===== config.mk =====
export PLATFORM = sky130hd
export DESIGN_NAME = morse_key_sequencer_flat
export DESIGN_NICKNAME = d
export VERILOG_FILES = /design/src/rtl/morse_pkg.sv /design/src/rtl/morse_key_sequencer_if.sv /design/src/rtl/morse_key_sequencer_debouncer.sv /design/src/rtl/morse_key_sequencer.sv /design/src/flat_wrapper.sv
export SDC_FILE = /design/constraint.sdc
export NUM_CORES = 1
export LEC_CHECK = 0
export BUFFER_PORTS_ARGS = -buffer_cell sky130_fd_sc_hd__buf_2
export CORE_MARGIN = 2
export CORE_UTILIZATION = 43
export DETAILED_ROUTE_END_ITERATION = 8
export HOLD_SLACK_MARGIN = 0.08
export PLACE_DENSITY = 0.7
export SYNTH_ARGS = -nofsm -noshare
export SYNTH_HDL_FRONTEND = slang
export SYNTH_SLANG_ARGS = --single-unit
export TNS_END_PERCENT = 5

===== constraint.sdc =====
create_clock -name Clock -period 1.6 [get_ports Clock]
set_clock_uncertainty 0.05 [all_clocks]
set_input_delay 0.48 -clock Clock [delete_from_list [all_inputs] [get_ports Clock]]
set_output_delay 0.48 -clock Clock [all_outputs]
set_load 0.01 [all_outputs]

===== src/rtl/morse_pkg.sv =====
// Shared types and default timing constants for the Morse key front-end and decoder benches.
package morse_pkg;

  typedef enum logic [2:0] {
    IDLE  = 3'd0,
    PRESS = 3'd1,
    GAP   = 3'd2,
    HOLD  = 3'd3,
    CLEAR = 3'd4
  } state_e;

  localparam int unsigned DEB_CYC_DEF    = 4;
  localparam int unsigned DASH_MIN_DEF   = 24;
  localparam int unsigned LETTER_GAP_DEF = 32;
  localparam int unsigned HOLD_CYC_DEF   = 64;
  localparam int unsigned MAX_SYM_DEF    = 5;
  localparam int unsigned CW_DEF         = 8;
  localparam int unsigned SYM_W          = 3;

endpackage


===== src/rtl/morse_key_sequencer_if.sv =====
// Key input and decoder-facing outputs of the Morse key sequencer.
interface morse_key_sequencer_if;
  import morse_pkg::*;

  logic             key;
  logic             dot;
  logic             dash;
  logic             dec_clear;
  logic             letter_done;
  logic [SYM_W-1:0] sym_count;
  logic             overflow;
  logic             busy;

  modport master (
    output key,
    input  dot, dash, dec_clear, letter_done, sym_count, overflow, busy
  );

  modport slave (
    input  key,
    output dot, dash, dec_clear, letter_done, sym_count, overflow, busy
  );
endinterface


===== src/rtl/morse_key_sequencer_debouncer.sv =====
// Two-flop synchronizer followed by a stable-count debouncer for the raw key.
module key_debouncer #(
  parameter int unsigned DEB_CYC = morse_pkg::DEB_CYC_DEF
) (
  input  logic Clock,
  input  logic reset,
  input  logic key_raw,
  output logic key_db
);
  localparam int unsigned DW = $clog2(DEB_CYC + 1);

  logic          r_sync1;
  logic          r_sync2;
  logic          r_db;
  logic [DW-1:0] r_cnt;

  // Any cycle agreeing with the debounced level restarts the stability count.
  always_ff @(posedge Clock) begin
    if (reset) begin
      r_sync1 <= 1'b0;
      r_sync2 <= 1'b0;
      r_db    <= 1'b0;
      r_cnt   <= '0;
    end else begin
      r_sync1 <= key_raw;
      r_sync2 <= r_sync1;
      if (r_sync2 != r_db) begin
        if (r_cnt == DW'(DEB_CYC - 1)) begin
          r_db  <= r_sync2;
          r_cnt <= '0;
        end else begin
          r_cnt <= r_cnt + DW'(1);
        end
      end else begin
        r_cnt <= '0;
      end
    end
  end

  assign key_db = r_db;
endmodule


===== src/rtl/morse_key_sequencer.sv =====
// Morse key front-end: classifies debounced presses as dot/dash, counts symbols
// per letter, and sequences the letter-done and decoder-clear pulses.
module morse_key_sequencer
  import morse_pkg::*;
#(
  parameter int unsigned DEB_CYC    = DEB_CYC_DEF,
  parameter int unsigned DASH_MIN   = DASH_MIN_DEF,
  parameter int unsigned LETTER_GAP = LETTER_GAP_DEF,
  parameter int unsigned HOLD_CYC   = HOLD_CYC_DEF,
  parameter int unsigned MAX_SYM    = MAX_SYM_DEF,
  parameter int unsigned CW         = CW_DEF
) (
  input logic                  Clock,
  input logic                  reset,
  morse_key_sequencer_if.slave bus
);
  logic             w_key_db;
  state_e           r_state, w_state_nxt;
  logic [CW-1:0]    r_cnt, w_cnt_nxt;
  logic [SYM_W-1:0] r_sym, w_sym_nxt;
  logic             r_ovf, w_ovf_nxt;
  logic             r_dot, w_dot_nxt;
  logic             r_dash, w_dash_nxt;
  logic             r_clear, w_clear_nxt;
  logic             r_done, w_done_nxt;
  logic             r_busy, w_busy_nxt;

  key_debouncer #(.DEB_CYC(DEB_CYC)) u_deb (
    .Clock   (Clock),
    .reset   (reset),
    .key_raw (bus.key),
    .key_db  (w_key_db)
  );

  always_ff @(posedge Clock) begin
    if (reset) begin
      r_state <= IDLE;
      r_cnt   <= '0;
      r_sym   <= '0;
      r_ovf   <= 1'b0;
      r_dot   <= 1'b0;
      r_dash  <= 1'b0;
      r_clear <= 1'b0;
      r_done  <= 1'b0;
      r_busy  <= 1'b0;
    end else begin
      r_state <= w_state_nxt;
      r_cnt   <= w_cnt_nxt;
      r_sym   <= w_sym_nxt;
      r_ovf   <= w_ovf_nxt;
      r_dot   <= w_dot_nxt;
      r_dash  <= w_dash_nxt;
      r_clear <= w_clear_nxt;
      r_done  <= w_done_nxt;
      r_busy  <= w_busy_nxt;
    end
  end

  // Pulses are produced on the transition so they land with the new state and counts.
  always_comb begin
    w_state_nxt = r_state;
    w_cnt_nxt   = (r_cnt == '1) ? r_cnt : r_cnt + CW'(1);
    w_sym_nxt   = r_sym;
    w_ovf_nxt   = r_ovf;
    w_dot_nxt   = 1'b0;
    w_dash_nxt  = 1'b0;
    w_clear_nxt = 1'b0;
    w_done_nxt  = 1'b0;

    case (r_state)
      IDLE: begin
        w_cnt_nxt = '0;
        if (w_key_db) begin
          w_state_nxt = PRESS;
        end
      end
      PRESS: begin
        if (!w_key_db) begin
          w_state_nxt = GAP;
          w_cnt_nxt   = '0;
          if (r_sym < SYM_W'(MAX_SYM)) begin
            w_dot_nxt  = (r_cnt < CW'(DASH_MIN));
            w_dash_nxt = (r_cnt >= CW'(DASH_MIN));
            w_sym_nxt  = r_sym + SYM_W'(1);
          end else begin
            w_ovf_nxt = 1'b1;
          end
        end
      end
      GAP: begin
        if (w_key_db) begin
          w_state_nxt = PRESS;
          w_cnt_nxt   = '0;
        end else if (r_cnt == CW'(LETTER_GAP - 1)) begin
          w_state_nxt = HOLD;
          w_cnt_nxt   = '0;
          w_done_nxt  = 1'b1;
        end
      end
      HOLD: begin
        if (w_key_db) begin
          w_state_nxt = PRESS;
          w_cnt_nxt   = '0;
          w_clear_nxt = 1'b1;
          w_sym_nxt   = '0;
          w_ovf_nxt   = 1'b0;
        end else if (r_cnt == CW'(HOLD_CYC - 1)) begin
          w_state_nxt = CLEAR;
          w_cnt_nxt   = '0;
          w_clear_nxt = 1'b1;
          w_sym_nxt   = '0;
          w_ovf_nxt   = 1'b0;
        end
      end
      CLEAR: begin
        w_state_nxt = IDLE;
        w_cnt_nxt   = '0;
      end
      default: begin
        w_state_nxt = IDLE;
        w_cnt_nxt   = '0;
      end
    endcase

    w_busy_nxt = (w_state_nxt != IDLE);
  end

  assign bus.dot         = r_dot;
  assign bus.dash        = r_dash;
  assign bus.dec_clear   = r_clear;
  assign bus.letter_done = r_done;
  assign bus.sym_count   = r_sym;
  assign bus.overflow    = r_ovf;
  assign bus.busy        = r_busy;
endmodule

===== src/flat_wrapper.sv =====
// flat-port wrapper written by rule: the top's interface ports become plain ports
module morse_key_sequencer_flat import morse_pkg::*;
#(
  parameter int unsigned DEB_CYC    = DEB_CYC_DEF,
  parameter int unsigned DASH_MIN   = DASH_MIN_DEF,
  parameter int unsigned LETTER_GAP = LETTER_GAP_DEF,
  parameter int unsigned HOLD_CYC   = HOLD_CYC_DEF,
  parameter int unsigned MAX_SYM    = MAX_SYM_DEF,
  parameter int unsigned CW         = CW_DEF
)
  (Clock, reset, bus_key, bus_dot, bus_dash, bus_dec_clear, bus_letter_done, bus_sym_count, bus_overflow, bus_busy);
  morse_key_sequencer_if bus_i ();
  input logic Clock;
  input logic reset;
  input wire logic [$bits(bus_i.key)-1:0] bus_key;
  output wire logic [$bits(bus_i.dot)-1:0] bus_dot;
  output wire logic [$bits(bus_i.dash)-1:0] bus_dash;
  output wire logic [$bits(bus_i.dec_clear)-1:0] bus_dec_clear;
  output wire logic [$bits(bus_i.letter_done)-1:0] bus_letter_done;
  output wire logic [$bits(bus_i.sym_count)-1:0] bus_sym_count;
  output wire logic [$bits(bus_i.overflow)-1:0] bus_overflow;
  output wire logic [$bits(bus_i.busy)-1:0] bus_busy;
  assign bus_i.key = bus_key;
  assign bus_dot = bus_i.dot;
  assign bus_dash = bus_i.dash;
  assign bus_dec_clear = bus_i.dec_clear;
  assign bus_letter_done = bus_i.letter_done;
  assign bus_sym_count = bus_i.sym_count;
  assign bus_overflow = bus_i.overflow;
  assign bus_busy = bus_i.busy;
  morse_key_sequencer #(.DEB_CYC(DEB_CYC), .DASH_MIN(DASH_MIN), .LETTER_GAP(LETTER_GAP), .HOLD_CYC(HOLD_CYC), .MAX_SYM(MAX_SYM), .CW(CW)) u_core (.Clock(Clock), .reset(reset), .bus(bus_i));
endmodule

==> results of run 1 <==
## synthesized netlist by cell type, drive strengths merged (2+ instances only)
| cell | number |
|---|---|
| nand2 | 4 |
| nand3 | 5 |
| nor2 | 19 |
| o21ai | 8 |
| and4 | 3 |
| buf | 7 |
| nor4 | 2 |
| inv | 6 |
| nor2b | 3 |
| ha | 5 |
| a31oi | 4 |
| nand4 | 2 |
| mux2i | 2 |
| and2b | 3 |
| nor3b | 2 |
| and3 | 3 |
| xnor2 | 2 |
| o211ai | 2 |
| a21oi | 5 |
| dfxtp | 26 |
| nor3 | 7 |
## cell type report
type                       count  area, um^2
timing repair buffer          22         138
tap                           31        38.8
multi-input combinational     98         696
clock buffer                   3        22.5
inverter                       6        22.5
fill                         276        1370
sequential                    26         520
## worst max-delay path, cell delays in order (launching register included)
cell,delay [ns]
dfxtp_1,0.43
ha_1,0.17
and4bb_1,0.19
mux2_2,0.33
a32oi_1,0.17
nor2_1,0.06
## registers in the layout, summed over array words and instances, names as in the netlist, 3 cells and up
register / cells
u_core.bus.sym_count: 3
u_core.r_cnt: 8
u_core.r_state: 3
u_core.u_deb.r_cnt: 3
## stage by stage
| stage | cell area [um^2] | instances | utilization |
|---|---|---|---|
| 5_1_grt | 1440 | 186 | 0.512 |
| 3_3_place_gp | 1420 | 183 | 0.504 |
| 4_1_cts | 1440 | 186 | 0.512 |
| 6_report | 1440 | 186 | 0.512 |
| 2_1_floorplan | 1290 | 137 | - |
| 3_5_place_dp | 1420 | 183 | 0.504 |
## worst max path at each step
stage | from | end | slack (ns) | cells after the start
2_1_floorplan | u_core.bus.sym_count[0] | u_core.bus.sym_count[2] | 0.15 | 5
3_3_place_gp | reset | u_core.r_cnt[6] | 0.17 | 5
3_5_place_dp | u_core.bus.sym_count[0] | u_core.bus.sym_count[2] | 0.12 | 5
4_1_cts | u_core.u_deb.key_db | u_core.r_cnt[5] | 0.11 | 4
5_1_grt | u_core.bus.sym_count[0] | u_core.bus.sym_count[2] | 0.003 | 5
6_report | u_core.bus.sym_count[0] | u_core.bus.sym_count[2] | 0.11 | 5
## power by group through the flow
stage	clock network (mW)	logic, mW	registers (mW)
after global placement	0	0.0165	0.666
after CTS	0.283	0.0166	0.652
final	0.268	0.0166	0.652
after global routing	0.308	0.0189	0.653
after floorplan	0	0.00993	0.666
after detailed placement	0	0.0166	0.666
## kinds of logic (layout without fill, tap and decap cells)
family | after synthesis | after routing | synth area share
simple gates | 60 | 60 | 0.281
compound gates | 27 | 27 | 0.165
flops | 26 | 26 | 0.403
buf+inv | 13 | 31 | 0.0572
fa+ha+maj | 5 | 5 | 0.0485
xor+xnor | 3 | 3 | 0.0204
mux | 3 | 3 | 0.0242
## per-layer routing
metal  vias up  wire length (um)  part of all wire  track usage
li1        537                 -                 -            -
met1       487              1060              0.46        0.171
met2        12              1120              0.49        0.262
met3         4                59             0.026       0.0330
met4         0                42             0.018       0.0747
met5         -                 0                 0            0
==> impl_metrics.ini, run 1 <==
[grt]
grt_pass1_vias = 953
grt_overflow = 0
grt_usage = 0.150
grt_pass1_wl_um = 3950
grt_start_max_net_pins = 14
antenna_found_initial = 0

[routing]
ant_nets = 0
drtIter0Drc = 35
drc = 2
routed_wl_um = 2280
dr_total_vias = 1040
dr.pass1.iters = 6
wire_per_inst_um = 12.3
vias_per_cell = 5.59

[setup_path]
r2r_end = u_core.bus.sym_count[2]
path_class = reg2reg
endpoint_kind = register
r2r-start = u_core.bus.sym_count[0]
start_kind = register
crit_arrival_ns = 1.67
ff2ff_setup_slack_ns = 0.11
worstPathRequired_ns = 1.77
reg2reg_depth = 5
crit_fanout = 6

[floorplanning]
start_util = 0.460
pin_count = 12
die_area_um2 = 3450
fp.dieH_um = 58.8
die_width_um = 58.8
core_um2 = 2810
core.rowCount = 19

[power_and_ir_drop]
switching_share = 0.203
power.total_mw = 0.936
leakage_nw = 0.577
p_clk_frac = 0.286
powerDensity_nw_per_um2 = 651
seqPwrFrac = 0.696
p_sw_mw = 0.190
power.internal_mw = 0.746
pwr-share-comb = 0.018
vdd.ir_drop.worst_mv = 0.310

[timing]
hold_viol_final = 0
tightest_slew_ns = 0.555
slew_viol_final = 0
fin_ws_ns = 0.106
fin_crit_sh = 0.933
fmax_ghz = 0.670
slew_headroom = 0.626
finalSetupViolCount = 0
min_period_ns = 1.49
hold_slack_ns = 0.314
finalSetupTns_ns = 0
grt_setup_unrepaired = false

[hold_path]
min-delay-start = bus_key
min_path_type = in2reg
whs_path_depth = 2
hold_end = u_core.u_deb.r_sync1

[logic_synthesis]
dominantRegCellSynth = dfxtp_1
synth.avg_cell_area_um2 = 9.42
async_flop_share = 0
netlist_area_um2 = 1290
synthTopCellsByArea = dfxtp_1 40%, nor2_1 5.2%, ha_1 4.8%
synth_top_cell_by_area = dfxtp_1
synth_edf_count = 0
yosysWarnings = 0
synthCells = 137
synth_nets = 145
ys_ff_latch = 26
synth_seq_area_share = 0.403
yosysTopAreaCellShare = 0.403
synth.distinct_cells = 49

[clocking]
cts_max_level = 1
post-cts-setup-buffers = 0
clkLatencyLatePin_ns = 0.31
cts_tree = done
clockRootBuffer = clkbuf_4
cts_made_buffers = 3
clock_sinks = 26
cts-resized-gates = 0
cts.path.max_buffers = 2
cts_hold_buf = 0
path_clk_slew_ns = 0.13

[finish]
drive_gt1_frac = 0.239
diodes = 0
most-common-layout-cells = 26 x dfxtp_1, 18 x nor2_1, 11 x buf_2, 11 x buf_4, 6 x inv_1
nNetsFinal = 165
area_growth_pct = 11.4
layout_commonest_cell = dfxtp_1

[placement]
gp_congestion = 0.883
hpwl_um = 1720
portBuffers = 11
place_ws_ns = 0.123

[run_status]
failed_checks = design-rule violations
status = finished with violations

[job]
cap_viol_max_count = 0
(Power assumes the default switching activity.)
==> run 2: changes to the inputs <==
--- a/config.mk
+++ b/config.mk
@@ -8,9 +8,10 @@
 export BUFFER_PORTS_ARGS = -buffer_cell sky130_fd_sc_hd__buf_2
 export CORE_MARGIN = 2
 export CORE_UTILIZATION = 43
+export CTS_CLUSTER_DIAMETER = 80
 export DETAILED_ROUTE_END_ITERATION = 8
 export HOLD_SLACK_MARGIN = 0.08
-export PLACE_DENSITY = 0.7
+export PLACE_DENSITY = 0.72
 export SYNTH_ARGS = -nofsm -noshare
 export SYNTH_HDL_FRONTEND = slang
 export SYNTH_SLANG_ARGS = --single-unit
==> run 2 against run 1 <==
The run still ends with design-rule violations left. Routed wire length rose by 5.9%. Global-route usage grew 0.38 points. First-iteration DRC count is 8.6% higher. Clock power increased by 68%. Final cell count is 1.1% lower. Sequential share of layout area is 0.31 points lower. Register-to-register slack got worse by 0.02 ns. Fmax decreased by 1.3%. Via count barely moved. Worst hold slack worse by 0.0088 ns. Combinational power is essentially flat. Highest routed layer unchanged.
==> impl_metrics.ini, run 2 (same netlist as run 1, synthesis figures left out) <==
[setup_path]
ff2ff_setup_slack_ns = 0.09
endpoint_kind = register
crit_fanout = 8
start_kind = register
path_class = reg2reg
worstPathRequired_ns = 1.75
crit_arrival_ns = 1.67

[clocking]
cts_hold_buf = 0
clkLatencyLatePin_ns = 0.32
clockRootBuffer = clkbuf_4
cts_tree = done
cts.path.max_buffers = 2
path_clk_slew_ns = 0.14
cts_made_buffers = 3
clock_sinks = 26
cts_max_level = 1

[routing]
wl_met3_um = 72
routed_wl_um = 2410
highest_layer = met4
drtIter0Drc = 38
ant_nets = 0
wirelength_met1_um = 1110
vias_per_cell = 5.66
drc = 2
wire_per_inst_um = 13.1
met2_length_um = 1190
dr.pass1.iters = 6
dr_total_vias = 1041

[power_and_ir_drop]
vdd.ir_drop.worst_mv = 0.330
leakage_nw = 0.573
powerDensity_nw_per_um2 = 772

[finish]
layout_commonest_cell = dfxtp_1
multiInputGateArea_um2 = 701
regMostFlops = u_core.r_cnt
diodes = 0
area_growth_pct = 12.4
final_cell_area_um2 = 1450
largest_reg_flops = 8
drive_gt1_frac = 0.242
ff_latch_area_um2 = 520
nFillCells = 266
final_cells = 184
nNetsFinal = 162
most-common-layout-cells = 26 x dfxtp_1, 17 x nor2_1, 11 x buf_2, 8 x buf_4, 6 x inv_1

[timing]
finalSetupViolCount = 0
fin_ws_ns = 0.0862
min_period_ns = 1.51
hold_viol_final = 0
tightest_slew_ns = 0.608
slew_headroom = 0.590
hold_slack_ns = 0.306
fin_crit_sh = 0.946
slew_viol_final = 0
fmax_ghz = 0.661

[floorplanning]
start_util = 0.460
core_um2 = 2810
die_width_um = 58.8
core.rowCount = 19
fp.dieH_um = 58.8
die_area_um2 = 3450
pin_count = 12

[grt]
grt_start_max_net_pins = 16
antenna_found_initial = 0
grt_overflow = 0
grt_usage = 0.154
grt_pass1_wl_um = 4140
grt_pass1_vias = 1024

[run_status]
status = finished with violations
failed_checks = design-rule violations

[placement]
placed_area_um2 = 1390
portBuffers = 11
gp_congestion = 0.850
dp_cells = 180
place_ws_ns = 0.104
hpwl_um = 1770

[hold_path]
min_path_type = in2reg

[job]
cap_viol_max_count = 0
run 2: changes by cell type in the layout (fill, tap and decap cells not counted), sizes merged:
| cell | before | now |
|---|---|---|
| bufinv | 0 | 1 |
| buf | 22 | 19 |
run 2: through the flow:
step,utilization,TNS [ns],power (mW)
after floorplan,-,0,0.676
after global placement,0.496,0,0.682
after detailed placement,0.496,0,0.683
after CTS,0.515,0,1.13
after global routing,0.517,-0.0208,1.16
final,0.517,0,1.12
run 2: final cells by class:
class / instances / share of cell area
Timing Repair Buffer: 19 / 0.0794
Sequential cell: 26 / 0.359
Multi-Input combinational cell: 98 / 0.483
Tap cell: 31 / 0.0267
Clock inverter: 1 / 0.0207
Inverter: 6 / 0.0155
Clock buffer: 3 / 0.0155
run 2: final timing paths:
kind | endpoint | from | depth (start not counted)
worst min register to register | u_core.u_deb.r_cnt[0] | u_core.u_deb.r_cnt[0] | 1
worst max register to register | u_core.bus.overflow | u_core.r_cnt[0] | 5
worst min-delay path | u_core.u_deb.r_sync1 | bus_key | 2
worst max-delay path | u_core.bus.overflow | u_core.r_cnt[0] | 5
run 2: metal layers:
metal | vias up | global-route usage
met5 | - | 0
met2 | 20 | 0.267
met4 | 0 | 0.0844
met3 | 6 | 0.0286
met1 | 493 | 0.177
li1 | 522 | -
run 2: what timing repair did:
action / 4_1_cts / 5_1_grt
endpoints found under the hold margin: 0 / 0
setup endpoints to repair: 0 / 6
setup buffers: 0 / 0
gates resized for setup: 0 / 3
run 2: power by group:
group,internal [mW],leakage (nW),switching [mW]
Clock,0.253,0.0279,0.197
Sequential,0.651,0.210,0.00122
Combinational,0.00717,0.335,0.00970
Total,0.911,0.573,0.208
run 2: worst max-delay path: stages (launching register included):
cell and delay (ns):
dfxtp_1 0.40, ha_2 0.24, and4_4 0.30, a31oi_4 0.11, nor2_2 0.20, o32ai_2 0.09
